**src/rtl/spi_bitrev_slave.sv**
```systemverilog
// SPI slave that receives a WIDTH-bit word and returns it bit-reversed in the next WIDTH bits.
// Latency: sck edge to action SYNC_STAGES+1 core cycles; rx_data/rx_valid on the WIDTH-th sample edge.
// Backpressure: none; the SPI master owns the pace, sck phases must last >= SYNC_STAGES+2 cycles.
module spi_bitrev_slave #(
    parameter int WIDTH       = 8,
    parameter int CPOL        = 0,
    parameter int CPHA        = 0,
    parameter int SYNC_STAGES = 2
) (
    input  logic             clock,
    input  logic             resetn,
    input  logic             sck,
    input  logic             ss,
    input  logic             mosi,
    output logic             miso,
    output logic [WIDTH-1:0] rx_data,
    output logic             rx_valid,
    output logic             abort,
    output logic [15:0]      xfer_cnt
);

    localparam int            CW          = $clog2(WIDTH);
    localparam logic [CW-1:0] LAST        = CW'(WIDTH - 1);
    localparam logic          SCK_IDLE    = (CPOL != 0);
    localparam bit            SAMPLE_RISE = (CPOL == CPHA);

    typedef enum logic [1:0] {IDLE, RX, TX} state_t;

    state_t                 state, state_nxt;
    logic [SYNC_STAGES-1:0] sck_sr, ss_sr, mosi_sr;
    logic                   sck_s, ss_s, mosi_s, sck_q;
    logic                   sample_edge, shift_edge;
    logic [WIDTH-1:0]       shreg, tx_q, rx_word, rx_rev;
    logic [CW-1:0]          bitcnt;
    logic                   clear, done, cnt_inc, rx_shift, tx_shift, abort_nxt;

    always_ff @(posedge clock or negedge resetn) begin
        if (!resetn) begin
            sck_sr  <= {SYNC_STAGES{SCK_IDLE}};
            ss_sr   <= {SYNC_STAGES{1'b1}};
            mosi_sr <= '0;
            sck_q   <= SCK_IDLE;
        end else begin
            sck_sr  <= {sck_sr[SYNC_STAGES-2:0], sck};
            ss_sr   <= {ss_sr[SYNC_STAGES-2:0], ss};
            mosi_sr <= {mosi_sr[SYNC_STAGES-2:0], mosi};
            sck_q   <= sck_s;
        end
    end

    assign sck_s  = sck_sr[SYNC_STAGES-1];
    assign ss_s   = ss_sr[SYNC_STAGES-1];
    assign mosi_s = mosi_sr[SYNC_STAGES-1];

    assign sample_edge = SAMPLE_RISE ? (sck_s & ~sck_q) : (~sck_s & sck_q);
    assign shift_edge  = SAMPLE_RISE ? (~sck_s & sck_q) : (sck_s & ~sck_q);

    assign rx_word = {shreg[WIDTH-2:0], mosi_s};

    always_comb begin
        rx_rev = '0;
        for (int i = 0; i < WIDTH; i++) rx_rev[i] = rx_word[WIDTH-1-i];
    end

    always_ff @(posedge clock or negedge resetn) begin
        if (!resetn) state <= IDLE;
        else         state <= state_nxt;
    end

    // ss release has priority over any edge arriving in the same cycle.
    always_comb begin
        state_nxt = state;
        clear     = 1'b0;
        done      = 1'b0;
        cnt_inc   = 1'b0;
        rx_shift  = 1'b0;
        tx_shift  = 1'b0;
        abort_nxt = 1'b0;
        case (state)
            IDLE: begin
                if (!ss_s) begin
                    state_nxt = RX;
                    clear     = 1'b1;
                end
            end
            RX: begin
                if (ss_s) begin
                    state_nxt = IDLE;
                    clear     = 1'b1;
                    abort_nxt = (bitcnt != '0);
                end else if (sample_edge) begin
                    if (bitcnt == LAST) begin
                        state_nxt = TX;
                        done      = 1'b1;
                    end else begin
                        cnt_inc  = 1'b1;
                        rx_shift = 1'b1;
                    end
                end
            end
            TX: begin
                if (ss_s) begin
                    state_nxt = IDLE;
                    clear     = 1'b1;
                    abort_nxt = 1'b1;
                end else begin
                    tx_shift = shift_edge;
                    if (sample_edge) begin
                        if (bitcnt == LAST) begin
                            state_nxt = RX;
                            clear     = 1'b1;
                        end else begin
                            cnt_inc = 1'b1;
                        end
                    end
                end
            end
            default: begin
                state_nxt = IDLE;
                clear     = 1'b1;
            end
        endcase
    end

    // tx_q is consumed MSB first by shifting, one bit per shift edge.
    always_ff @(posedge clock or negedge resetn) begin
        if (!resetn) begin
            miso     <= 1'b1;
            rx_data  <= '0;
            rx_valid <= 1'b0;
            abort    <= 1'b0;
            xfer_cnt <= '0;
            shreg    <= '0;
            tx_q     <= '0;
            bitcnt   <= '0;
        end else begin
            rx_valid <= done;
            abort    <= abort_nxt;

            if (state_nxt != TX) miso <= 1'b1;
            else if (tx_shift)   miso <= tx_q[WIDTH-1];

            if (done)          tx_q <= rx_rev;
            else if (tx_shift) tx_q <= {tx_q[WIDTH-2:0], 1'b0};

            if (clear)         shreg <= '0;
            else if (rx_shift) shreg <= rx_word;

            if (clear || done) bitcnt <= '0;
            else if (cnt_inc)  bitcnt <= bitcnt + 1'b1;

            if (done) begin
                rx_data  <= rx_word;
                xfer_cnt <= xfer_cnt + 16'd1;
            end
        end
    end

endmodule

```
**config.mk**
```make
export PLATFORM = sky130hd
export DESIGN_NAME = spi_bitrev_slave
export DESIGN_NICKNAME = d
export VERILOG_FILES = /design/src/rtl/spi_bitrev_slave.sv
export SDC_FILE = /design/constraint.sdc
export NUM_CORES = 1
export LEC_CHECK = 0
export BUFFER_PORTS_ARGS = -buffer_cell sky130_fd_sc_hd__buf_2
export CORE_MARGIN = 2
export CORE_UTILIZATION = 40
export CTS_CLUSTER_SIZE = 25
export DETAILED_ROUTE_END_ITERATION = 7
export PLACE_DENSITY_LB_ADDON = 0.08
export REMOVE_ABC_BUFFERS = 1
export SYNTH_ARGS = -nofsm -noshare
export SYNTH_HDL_FRONTEND = slang
export SYNTH_SLANG_ARGS = --single-unit
```
**constraint.sdc**
```tcl
create_clock -name clock -period 2.5 [get_ports clock]
set_input_delay 0.25 -clock clock [delete_from_list [all_inputs] [get_ports clock]]
set_output_delay 0.25 -clock clock [all_outputs]
set_load 0.005 [all_outputs]
```
# == Yosys cells after proc, flatten, opt, wreduce, memory -nomap -nowiden ==
# Index checks and enable logic that the tools add are counted.
# classes
addsub,2
mul,0
n_div,0
magnitude_cmp,0
n_eq_ne,4
n_shift,0
mux,33
bitwise,4
reduce_logical,8
# op_table
cell,n
1-bit two-way mux,17
"16-bit by 1-bit adder with 16-bit output, second input constant",1
8-bit two-way mux,2
2-bit two-way mux,7
7-bit two-way mux,2
2-bit nonzero test,4
3-bit two-way mux,2
2-bit one-hot mux with 3 select lines,1
"3-bit by 1-bit adder with 3-bit output, second input constant",1
"3-bit == test, second input constant",1
1-bit one-hot mux with 3 select lines,1
3-bit nonzero test,1
1-bit bitwise AND,2
"2-bit by 1-bit == test with 1-bit output, second input constant",1
"2-bit == test, second input constant",1
2-bit logical NOT,1
"2-bit != test, second input constant",1
1-bit NOT,2
1-bit one-hot mux with 2 select lines,1
2-bit OR reduction,1
1-bit logical OR,1
# totals
regBits,54
latchBits,0
ramBits,0
mem_bits_ro,0
input_bits,5
out_inout_bits,27
n_memories,0

# == Depth between registers and ports, before layout ==
# Gate-level depths: netlist of run 1.
# logic_depth
word_depth,7
ltp_mapped,9
depth_no_buf,7

# == Worst setup path after synthesis of run 1 ==
# OpenSTA, ideal clock, no wires.
# synth_timing
kind,register -> register
from,register bitcnt[0]
to,register bitcnt[1]
arrival_time_ps,1521
t_required_ps,2381
path_slack_ps,860
path_stages_with_launch,7
n_path_buf,0
period_less_slack_ps,1640
cell_sequence,dfrtp_1 ha_1 ha_1 nor3b_4 nand3b_1 mux2i_1 nor2_1
# synth_via
elab_chain_len,7
# synth_rtl
item,line,rtl
start: declaration,34,logic [CW-1:0] bitcnt;
start signal: assignment,150,else if (cnt_inc) bitcnt <= bitcnt + 1'b1;
3-bit == test,"92, 109",
1-bit two-way mux,"92, 109",
1-bit two-way mux,91,end else if (sample_edge) begin
"1-bit two-way mux, on equally long branches","102, 87",
1-bit one-hot mux with 3 select lines / 1-bit two-way mux (equally long branches),79,case (state)
1-bit logical OR,149,if (clear || done) bitcnt <= '0;
3-bit two-way mux / 2-bit nonzero test (equally long branches),n/a,
# Parallel ways exist; a longest one is shown, timed or not. The select of a mux whose other input is x is not followed.
# A chain may end at the register's enable or synchronous reset.

# == Final worst setup path of run 1 ==
# layout_timing
from,register state[1]
to,register tx_q[7]
# layout_via
elab_chain_len,3
# layout_rtl
item,line,rtl
start: declaration,29,"state_t state, state_nxt;"
start signal: assignment,67,else state <= state_nxt;
2-bit by 1-bit == test with 1-bit output / 2-bit == test (equally long branches),79,
1-bit two-way mux,79,
8-bit two-way mux / 2-bit nonzero test (equally long branches),n/a,
end signal: assignment,143,if (done) tx_q <= rx_rev;
end signal: assignment,144,"else if (tx_shift) tx_q <= {tx_q[WIDTH-2:0], 1'b0};"
end: declaration,33,"logic [WIDTH-1:0] shreg, tx_q, rx_word, rx_rev;"
# Parallel ways exist; a longest one is shown, timed or not.

==> impl_summary.txt, run 1 <==
----------------------------------------------------
[Status]
  Result of the run ... finished, final reports clean

[Worst setup path]
  Critical setup path kind ... reg -> reg
  Maximum fanout along the worst path ... 17
  Arrival time of the worst setup path ... 2.25 ns
  Critical path launch point ... state[1]
  Reg-to-reg slack, setup ... about 0.50 ns
  Crit path cell chain ... inv_1 > ha_1 > and2b_1 > nand2_4 > inv_2 > nand2_1 > o21ai_0
  Worst Setup End Kind ... flip-flop
  Endpoint of the worst register-to-register path ... tx_q[7]
  Type of element launching the critical path ... flip-flop
  FF-to-FF Start ... state[1]
  Required time at the worst-slack endpoint ... between 2 and 3 ns
  Slowest cell on crit path ... dfrtp_1
  Cell count of the worst reg-to-reg path ... 7
  Delay contributed by the slowest stage of the critical path ... 0.42 ns

[Cells and area]
  Leading cell type in the layout, fill and taps excluded ... dfrtp_1
  Total inserted antenna cells ... 0
  Nets ... 257
  Storage cell area ... 0.00136 mm²
  Area of combinational cells with multiple inputs ... 972 µm²
  Share of final-layout standard cells stronger than drive strength 1 ... 0.216
  Highest-count cells in the layout ignoring fill and taps ... dfrtp_1 (51), nand2_1 (42), buf_2 (31)
  Area growth syn-to-layout ... 14.4%
  # fillers ... about 530

[Placement]
  Number of I/O port buffers ... 31
  Post-placement setup slack ... 0.451 ns
  Detail Placement HPWL ... ~3100 µm
  Final estimated routing congestion in global placement ... 0.727

[Route]
  Total iterations of the first detailed-routing run ... 4
  Post-DRT Antenna Nets ... 0
  DRC violations left ... 0
  First-iteration detailed-routing DRC count ... 80
  Average via count per standard cell ... 4.94
  Detailed Route WL ... 4460 µm
  Number of vias in the routed layout ... 1,582
  Detail-routed net length per standard cell ... 13.9 µm

[Floorplanning]
  Die footprint ... 0.00660 mm²
  Die Ht ... around 81 µm
  Area of the core ... about 0.0059 mm²
  Core Rows ... 28
  Starting density of the core ... 0.408
  Overall die width ... ~81 µm
  Total I/O pin count ... 32

[CTS]
  Clock-pin slew on the worst setup and hold paths ... between 0.1 and 0.15 ns
  Number of clock buffers inserted by TritonCTS ... 5
  Cell at the root of the clock tree ... clkbuf_8
  H-tree depth ... 2
  TritonCTS Sinks ... 54
  TritonCTS clock tree ... built
  Post_cts resized ... 0
  Clock latency of the later-clocked register in the worst-skew pair ... 0.32 ns
  Maximum buffer depth of the clock tree ... 2

[Yosys]
  Synth warn ... 0
  Top cells by area in the synthesized netlist ... dfrtp_1 (53%), nand2_1 (6.6%), xnor2_1 (4.4%)
  Flops & latches, synth ... 54
  Sequential fraction of the synthesis area ... 0.568
  Proportion of register bits with asynchronous set or reset after synthesis ... 1.00
  Cells after Synth ... 207
  Count of flip-flops with a built-in enable after synthesis ... 0
  Share of Yosys cell area claimed by the top area cell type ... 0.535
  Cell area after technology mapping ... 0.00239 mm²
  Number of distinct library cell variants in the gate-level netlist after synthesis ... 37
  Most used DFF post-synth ... dfrtp_1
  Average cell area after synthesis ... roughly 12 µm²
  Library cell with the largest summed area after synthesis ... dfrtp_1

[Global route]
  Total global routing overflow ... 0
  Vias in the first global route ... 1,518
  Largest net degree at the start of global routing ... 24
  Number of antenna violations at the first check in global routing ... 0
  Global-route usage over all layers ... 0.148
  Global-route wire length before repair ... 7380 µm

[Timing]
  Shortest clock period the worst path allows after layout ... roughly 2 ns
  Sum Neg Setup Slack ... 0 ns
  Worst slew pin tran ... 0.518 ns
  FMAX ... 499 MHz
  Hold violation count in the final report ... 0
  Post-layout worst setup margin ... 0.495 ns
  Count of final max-slew check failures ... 0
  RSZ-0062 raised after global routing ... no
  Slew HR ... 0.655
  Setup Viol. Count Final ... 0
  Part of the cycle the worst path needs ... 0.802
  Final worst clock skew ... 0.0104 ns

[Job]
  Max capacitance violation total ... 0

[Min path]
  Worst-case hold path end point ... ss_sr[0]
  Worst min path class ... in -> reg
  Cell count of the worst hold path ... 1
  Worst hold path startpoint ... ss

[Power and ir drop]
  Power density of the placed cells ... 605 mW/mm²
  Leakage power of the design ... 1.44 nW
  Largest voltage drop on the vdd net ... 0.346 mV

----------------------------------------------------
==> kinds of logic after synthesis <==
kind of cell,share of synthesized area
AND/OR/NAND/NOR,0.206
flip-flops,0.568
AO/OA/AOI/OAI,0.0587
XOR/XNOR,0.0587
buffers and inverters,0.0246
multiplexers,0.0420
adder cells (fa/ha/maj),0.0420
==> final cells by class <==
cell class | instances | area share
flip-flops and latches | 54 | 0.497
multi-input cells | 142 | 0.356
repair buffers | 35 | 0.0688
well taps | 75 | 0.0344
clock buffers | 5 | 0.0252
clock inverters | 3 | 0.0105
inverters | 6 | 0.00825
==> metal layers <==
metal,track usage,vias up,routed length (µm)
met4,0.0492,0,57
met3,0.0378,6,142
met1,0.198,760,2200
met5,0,-,0
met2,0.234,29,2060
li1,-,787,-
==> sequential cells by signal, summed over array words and instances (netlist names), 2 cells and up <==
name	cells
rx_data	8
mosi_sr	2
shreg	7
tx_q	8
xfer_cnt	16
state	2
sck_sr	2
ss_sr	2
bitcnt	3
==> how the worst max path moves through the flow <==
stage / to / slack, ns / cells past startpoint
2_1_floorplan: tx_q[3] / 0.84 / 6
3_3_place_gp: tx_q[7] / 0.49 / 7
3_5_place_dp: tx_q[7] / 0.45 / 7
4_1_cts: tx_q[7] / 0.45 / 7
5_1_grt: tx_q[5] / 0.30 / 7
6_report: tx_q[7] / 0.50 / 7
==> timing repair <==
action                                 in CTS  in global routing
setup buffers                               0                  0
endpoints found under the hold margin      10                  0
hold buffers                                1                  0
==> cell usage after synthesis, drive strengths merged (3+ instances only) <==
cell type,number
ha,8
nand3b,5
nand3,11
xnor2,12
a21oi,10
nand2b,3
inv,6
dfstp,3
o21ai,8
buf,5
mux2i,10
dfrtp,51
nand4,4
xor2,4
nand2,43
nor2,6
==> through the flow <==
stage                     cell area [µm²]  utilization  hold WS (ns)  cells  power, mW
final                                2730        0.466        0.0244    320       1.65
after global routing                 2730        0.466       0.00913    320       1.73
after CTS                            2730        0.466        0.0166    320       1.67
after detailed placement             2620        0.448         0.141    311       1.13
after global placement               2620        0.448         0.141    311       1.13
after floorplan                      2350            -       -0.0456    202       1.06
==> critical path, delay by kind of cell, from the launching register on <==
| kind | cells | cell delay (ns) |
|---|---|---|
| compound gates | 1 | 0.10 |
| buf+inv | 2 | 0.38 |
| flops | 1 | 0.42 |
| simple gates | 3 | 0.74 |
| fa+ha+maj | 1 | 0.30 |
==> power by group <==
part / switching (mW) / total (mW) / internal [mW]
registers: 0.0190 / 0.912 / 0.893
logic: 0.123 / 0.202 / 0.0788
clock network: 0.326 / 0.537 / 0.210
total: 0.469 / 1.65 / 1.18
Note: power is estimated with default switching activity, not from simulation.
==> inputs of run 2 (changes only) <==
==> constraint.sdc (replaced) <==
create_clock -name clock -period 1.7 [get_ports clock]
set_input_delay 0.17 -clock clock [delete_from_list [all_inputs] [get_ports clock]]
set_output_delay 0.17 -clock clock [all_outputs]
set_load 0.005 [all_outputs]
==> run 2 against run 1 <==
Wire length is 1.4% higher; global-route usage is 0.52 points higher; clock skew is 0.0045 ns lower; via count is 6.1% higher; die area stayed put; non-clock buffer count is 15 higher; flip-flop and latch count stayed put.
==> impl_summary.txt, run 2 (synthesis results as in run 1) <==
----------------------------------------------------
[CTS]
  TritonCTS clock tree ... built
  Clock-pin slew on the worst setup and hold paths ... roughly 0.090 ns
  Number of clock buffers inserted by TritonCTS ... 5
  Clock latency of the later-clocked register in the worst-skew pair ... about 0.30 ns
  Cell at the root of the clock tree ... clkbuf_8
  Maximum buffer depth of the clock tree ... 2
  H-tree depth ... 2
  TritonCTS Sinks ... 54

[Route]
  Post-DRT Antenna Nets ... 0
  Detailed Route WL ... roughly 4500 µm
  Average via count per standard cell ... 5.03
  DRC violations left ... 0
  Detail-routed net length per standard cell ... 13.5 µm
  Total iterations of the first detailed-routing run ... 4
  Number of vias in the routed layout ... 1,679
  First-iteration detailed-routing DRC count ... 42

[Worst setup path]
  Crit path cell chain ... ha_2 > ha_4 > nand3b_4 > nor4_4 > buf_4 > xor2_1
  Cell count of the worst reg-to-reg path ... 6
  Delay contributed by the slowest stage of the critical path ... 0.36 ns
  Critical setup path kind ... reg -> reg
  Slowest cell on crit path ... dfrtp_1
  Worst Setup End Kind ... flip-flop
  Arrival time of the worst setup path ... 1.84 ns
  Endpoint of the worst register-to-register path ... xfer_cnt[10]
  Reg-to-reg slack, setup ... 0.09 ns
  Maximum fanout along the worst path ... 8
  Crit path depth ... 6
  Required time at the worst-slack endpoint ... between 1.5 and 2 ns
  Type of element launching the critical path ... flip-flop
  FF-to-FF Start ... bitcnt[1]
  WP buf/inv ... 1
  CP delay by family, top ... simple AND/OR/NAND/NOR gates

[Placement]
  Final estimated routing congestion in global placement ... about 0.71
  Post-placement setup slack ... -0.0570 ns
  Instance area after placement ... 0.00270 mm²
  Total instance count after detailed placement ... 320
  Detail Placement HPWL ... 3240 µm
  Number of I/O port buffers ... 31

[Timing]
  Count of final max-slew check failures ... 0
  Final worst clock skew ... 0.00599 ns
  Post-layout worst setup margin ... 0.0877 ns
  Setup Viol. Count Final ... 0
  Worst slew pin tran ... about 0.52 ns
  Min Hold Slack ... 0.353 ns
  Hold violation count in the final report ... 0
  Shortest clock period the worst path allows after layout ... ~1.6 ns
  Part of the cycle the worst path needs ... 0.948
  FMAX ... 620 MHz
  Slew HR ... 0.652
  RSZ-0062 raised after global routing ... yes

[Cells and area]
  Nets ... roughly 270
  Total inserted antenna cells ... 0
  Area of combinational cells with multiple inputs ... around 0.0010 mm²
  Total non-filler cell area in the finished layout ... 0.00289 mm²
  Leading cell type in the layout, fill and taps excluded ... dfrtp_1
  Fin util ... 0.494
  Storage cell area ... 0.00136 mm²
  Register bank with the most flops ... xfer_cnt
  Highest-count cells in the layout ignoring fill and taps ... dfrtp_1 (50), nand2_1 (42), buf_2 (31)
  Area growth syn-to-layout ... 21.1%
  Post-layout instance count excluding filler cells ... 334
  Registers with the highest flip-flop counts ... xfer_cnt (16), rx_data (8), tx_q (8)
  Flip-flop count of the largest register after layout ... 16
  # fillers ... 546
  Share of final-layout standard cells stronger than drive strength 1 ... 0.274

[Global route]
  Global-route usage over all layers ... 0.153
  Vias in the first global route ... 1,625
  Total global routing overflow ... 0
  Largest net degree at the start of global routing ... 34
  Number of antenna violations at the first check in global routing ... 0
  Global-route wire length before repair ... 7670 µm

[Min path]
  Worst hold path startpoint ... sck_sr[0]
  Worst-case hold path end point ... sck_sr[1]
  Cell count of the worst hold path ... 0
  Worst min path class ... reg -> reg

[Floorplanning]
  Die footprint ... 0.00660 mm²
  Starting density of the core ... 0.408
  Total I/O pin count ... 32
  Area of the core ... 0.00585 mm²
  Die Ht ... 81.2 µm
  Overall die width ... 81.2 µm
  Core Rows ... 28

[Job]
  Max capacitance violation total ... 0

[Power and ir drop]
  Largest voltage drop on the vdd net ... ~0.58 mV
  Power density of the placed cells ... roughly 830 mW/mm²
  Leakage power of the design ... 1.50 nW

[Status]
  Result of the run ... finished, final reports clean

----------------------------------------------------
==> run 2: cell count changes in the layout (fill, tap and decap cells not counted), sizes merged <==
cell         delta
clkinv          -1
inv             -2
clkbuf          +1
clkinvlp        +1
dlygate4sd3     +3
buf            +12
==> run 2: cell type report <==
cell class,instances,share of cell area
Timing Repair Buffer,50,0.112
Multi-Input combinational cell,142,0.350
Clock buffer,6,0.0251
Clock inverter,1,0.00260
Tap cell,75,0.0325
Inverter,6,0.00866
Sequential cell,54,0.469
==> run 2: how the worst max path moves through the flow <==
stage | endpoint | from
floorplan | tx_q[3] | state[0]
global placement | xfer_cnt[13] | state[1]
detailed placement | xfer_cnt[13] | bitcnt[0]
CTS | xfer_cnt[13] | state[1]
global route | xfer_cnt[13] | bitcnt[1]
finish | xfer_cnt[10] | bitcnt[1]
==> run 2: layer usage <==
metal  share of wire  routed length, µm  vias up  global-route usage
li1                -                  -      814                   -
met1            0.48               2160      826               0.212
met2            0.47               2120       32               0.236
met3           0.037                169        7              0.0311
met4           0.016                 71        0              0.0610
met5               0                  0        -                   0
==> run 2: through the flow <==
| step | total power [mW] | setup TNS (ns) |
|---|---|---|
| after floorplan | 1.56 | 0 |
| after global placement | 1.68 | -0.00504 |
| after detailed placement | 1.68 | -0.0621 |
| after CTS | 2.38 | 0 |
| after global routing | 2.51 | -0.0743 |
| final | 2.38 | 0 |
==> run 2: what timing repair did <==
action,in CTS,in global routing
setup endpoints to repair,5,34
pin swaps,1,6
setup buffers,0,3
hold buffers,4,0
hold endpoints to repair,21,0
gates resized for setup,2,12
==> run 2: worst register-to-register path, cell delays in order (launching register included) <==
cell	delay, ns
dfrtp_1	0.36
ha_2	0.19
ha_4	0.16
nand3b_4	0.16
nor4_4	0.36
buf_4	0.16
xor2_1	0.14
==> run 2: power breakdown <==
part / switching [mW] / total, mW / internal, mW
Sequential: 0.0258 / 1.34 / 1.32
Clock: 0.399 / 0.683 / 0.283
Combinational: 0.197 / 0.361 / 0.165
Total: 0.621 / 2.38 / 1.76
==> inputs of run 3 (changes only) <==
--- a/config.mk
+++ b/config.mk
@@ -7,7 +7,7 @@
 export LEC_CHECK = 0
 export BUFFER_PORTS_ARGS = -buffer_cell sky130_fd_sc_hd__buf_2
 export CORE_MARGIN = 2
-export CORE_UTILIZATION = 40
+export CORE_UTILIZATION = 45
 export CTS_CLUSTER_SIZE = 25
 export DETAILED_ROUTE_END_ITERATION = 7
 export PLACE_DENSITY_LB_ADDON = 0.08
==> constraint.sdc (replaced) <==
create_clock -name clock -period 1.8 [get_ports clock]
set_input_delay 0.18 -clock clock [delete_from_list [all_inputs] [get_ports clock]]
set_output_delay 0.18 -clock clock [all_outputs]
set_load 0.005 [all_outputs]
==> run 3 against run 2 <==
Sequential share of layout area up 0.98 points; clock skew is essentially flat; flip-flop and latch count unchanged; core utilization up 6.0 points; first-iteration DRC count up 98%; critical path depth is 1 higher; register-to-register slack better by 0.03 ns; combinational power down 15%; die area is 11% lower; cell count fell by 3.3%; largest power group unchanged.
==> impl_summary.txt, run 3 (synthesis results as in run 1) <==
----------------------------------------------------
[Status]
  Result of the run ... finished, final reports clean

[Cells and area]
  Register bank with the most flops ... xfer_cnt
  Total inserted antenna cells ... 0
  Area growth syn-to-layout ... 18.6%
  Fin util ... 0.554
  Post-layout instance count excluding filler cells ... 323
  Registers with the highest flip-flop counts ... xfer_cnt (16), rx_data (8), tx_q (8)
  Leading cell type in the layout, fill and taps excluded ... dfrtp_1
  Total non-filler cell area in the finished layout ... 0.00283 mm²
  Flip-flop count of the largest register after layout ... 16
  Nets ... 265
  Highest-count cells in the layout ignoring fill and taps ... dfrtp_1 (50), nand2_1 (42), buf_2 (31)
  # fillers ... 461
  Share of final-layout standard cells stronger than drive strength 1 ... 0.241

[Timing]
  Min Hold Slack ... 0.350 ns
  Slew HR ... 0.638
  Part of the cycle the worst path needs ... 0.937
  Sum Neg Setup Slack ... 0 ns
  Final worst clock skew ... slightly below 0.006 ns
  Count of final max-slew check failures ... 0
  Worst slew pin tran ... 0.543 ns
  Post-layout worst setup margin ... 0.114 ns
  RSZ-0062 raised after global routing ... yes
  Hold violation count in the final report ... 0
  FMAX ... 593 MHz
  Setup Viol. Count Final ... 0
  Shortest clock period the worst path allows after layout ... roughly 1.7 ns

[Worst setup path]
  Slowest cell on crit path ... dfrtp_2
  Required time at the worst-slack endpoint ... 1.99 ns
  Arrival time of the worst setup path ... 1.88 ns
  Worst Setup End Kind ... flip-flop
  Delay contributed by the slowest stage of the critical path ... 0.47 ns
  Critical path launch point ... state[0]
  Crit path cell chain ... inv_1 > ha_1 > nor2b_1 > and3b_1 > buf_4 > mux2i_1 > o21ai_0
  Cell count of the worst reg-to-reg path ... 7
  Critical setup path kind ... reg -> reg
  Maximum fanout along the worst path ... 6
  Last element of the critical path ... tx_q[4]
  Type of element launching the critical path ... flip-flop
  FF-to-FF Start ... state[0]
  Endpoint of the worst register-to-register path ... tx_q[4]
  Reg-to-reg slack, setup ... 0.11 ns

[Placement]
  Number of I/O port buffers ... 31
  Instance area after placement ... between 0.002 and 0.003 mm²
  Final estimated routing congestion in global placement ... 0.796
  Post-placement setup slack ... between 0.02 and 0.03 ns
  Total instance count after detailed placement ... 311
  Detail Placement HPWL ... 3130 µm

[Power and ir drop]
  Overall power of the completed layout ... ~2.3 mW
  Leakage power of the design ... 1.47 nW
  Power density of the placed cells ... 815 mW/mm²
  Largest voltage drop on the vdd net ... 0.429 mV

[CTS]
  Clock latency of the later-clocked register in the worst-skew pair ... 0.31 ns
  Clock-pin slew on the worst setup and hold paths ... 0.10 ns
  H-tree depth ... 2
  Maximum buffer depth of the clock tree ... 2
  Number of clock buffers inserted by TritonCTS ... 5
  Cell at the root of the clock tree ... clkbuf_8
  TritonCTS Sinks ... 54
  TritonCTS clock tree ... built

[Route]
  Average via count per standard cell ... just under 5
  Post-DRT Antenna Nets ... 0
  First-iteration detailed-routing DRC count ... 83
  DRC violations left ... 0
  Number of vias in the routed layout ... 1,594
  Detail-routed net length per standard cell ... between 10 and 15 µm
  Detailed Route WL ... ~4300 µm
  Total iterations of the first detailed-routing run ... 4

[Floorplanning]
  Total I/O pin count ... 32
  Die footprint ... around 0.006 mm²
  Starting density of the core ... 0.467
  Overall die width ... ~77 µm
  Core Rows ... 26
  Area of the core ... approximately 0.0051 mm²
  Die Ht ... 76.8 µm

[Global route]
  Global-route wire length before repair ... ~7700 µm
  Global-route usage over all layers ... 0.163
  Largest net degree at the start of global routing ... 33
  Total global routing overflow ... 0
  Vias in the first global route ... 1,596
  Number of antenna violations at the first check in global routing ... 0

[Job]
  Max capacitance violation total ... 0

[Min path]
  Worst min path class ... reg -> reg

----------------------------------------------------
[run 3: what timing repair did]
item                       CTS  global route
gates resized for setup      0             5
hold buffers                 4             0
setup endpoints to repair    0            26
hold endpoints to repair    22             0
setup buffers                0             0
[run 3: worst min path at each step]
stage | start | endpoint | slack, ns | cells after the start
final | mosi_sr[0] | mosi_sr[1] | 0.35 | 0
after global routing | mosi_sr[0] | mosi_sr[1] | 0.35 | 0
after CTS | mosi_sr[0] | mosi_sr[1] | 0.36 | 0
after detailed placement | resetn | xfer_cnt[4] | 0.19 | 1
after global placement | resetn | xfer_cnt[4] | 0.19 | 1
after floorplan | resetn | abort | -0.12 | 0
[run 3: power by group]
group | switching, mW | internal [mW] | leakage, nW
logic | 0.172 | 0.135 | 0.697
clock network | 0.404 | 0.317 | 0.0478
registers | 0.0353 | 1.24 | 0.730
total | 0.611 | 1.69 | 1.47
[run 3: layout make-up]
cell class              instances  area [µm²]  area share
flip-flops and latches         54        1360       0.479
well taps                      70        87.6      0.0309
clock inverters                 2        16.3     0.00575
multi-input cells             142         997       0.352
inverters                       6        22.5     0.00796
clock buffers                   6        82.6      0.0292
repair buffers                 43         268      0.0946
[run 3: layer usage]
layer,track usage,part of all wire,up-vias,wire length [µm]
met5,0,0,-,0
met4,0.0491,0.014,0,59
met2,0.247,0.45,39,1960
met3,0.0376,0.048,6,206
met1,0.235,0.48,756,2100
li1,-,-,793,-
[run 3: worst max-delay path: cells and delay by family (launching register included)]
kind / cells / cell delay, ns
and+or+nand+nor: 2 / 0.39
adders and majority gates: 1 / 0.17
AOI/OAI and AO/OA: 1 / 0.09
buffers and inverters: 2 / 0.27
muxes: 1 / 0.19
DFF: 1 / 0.47
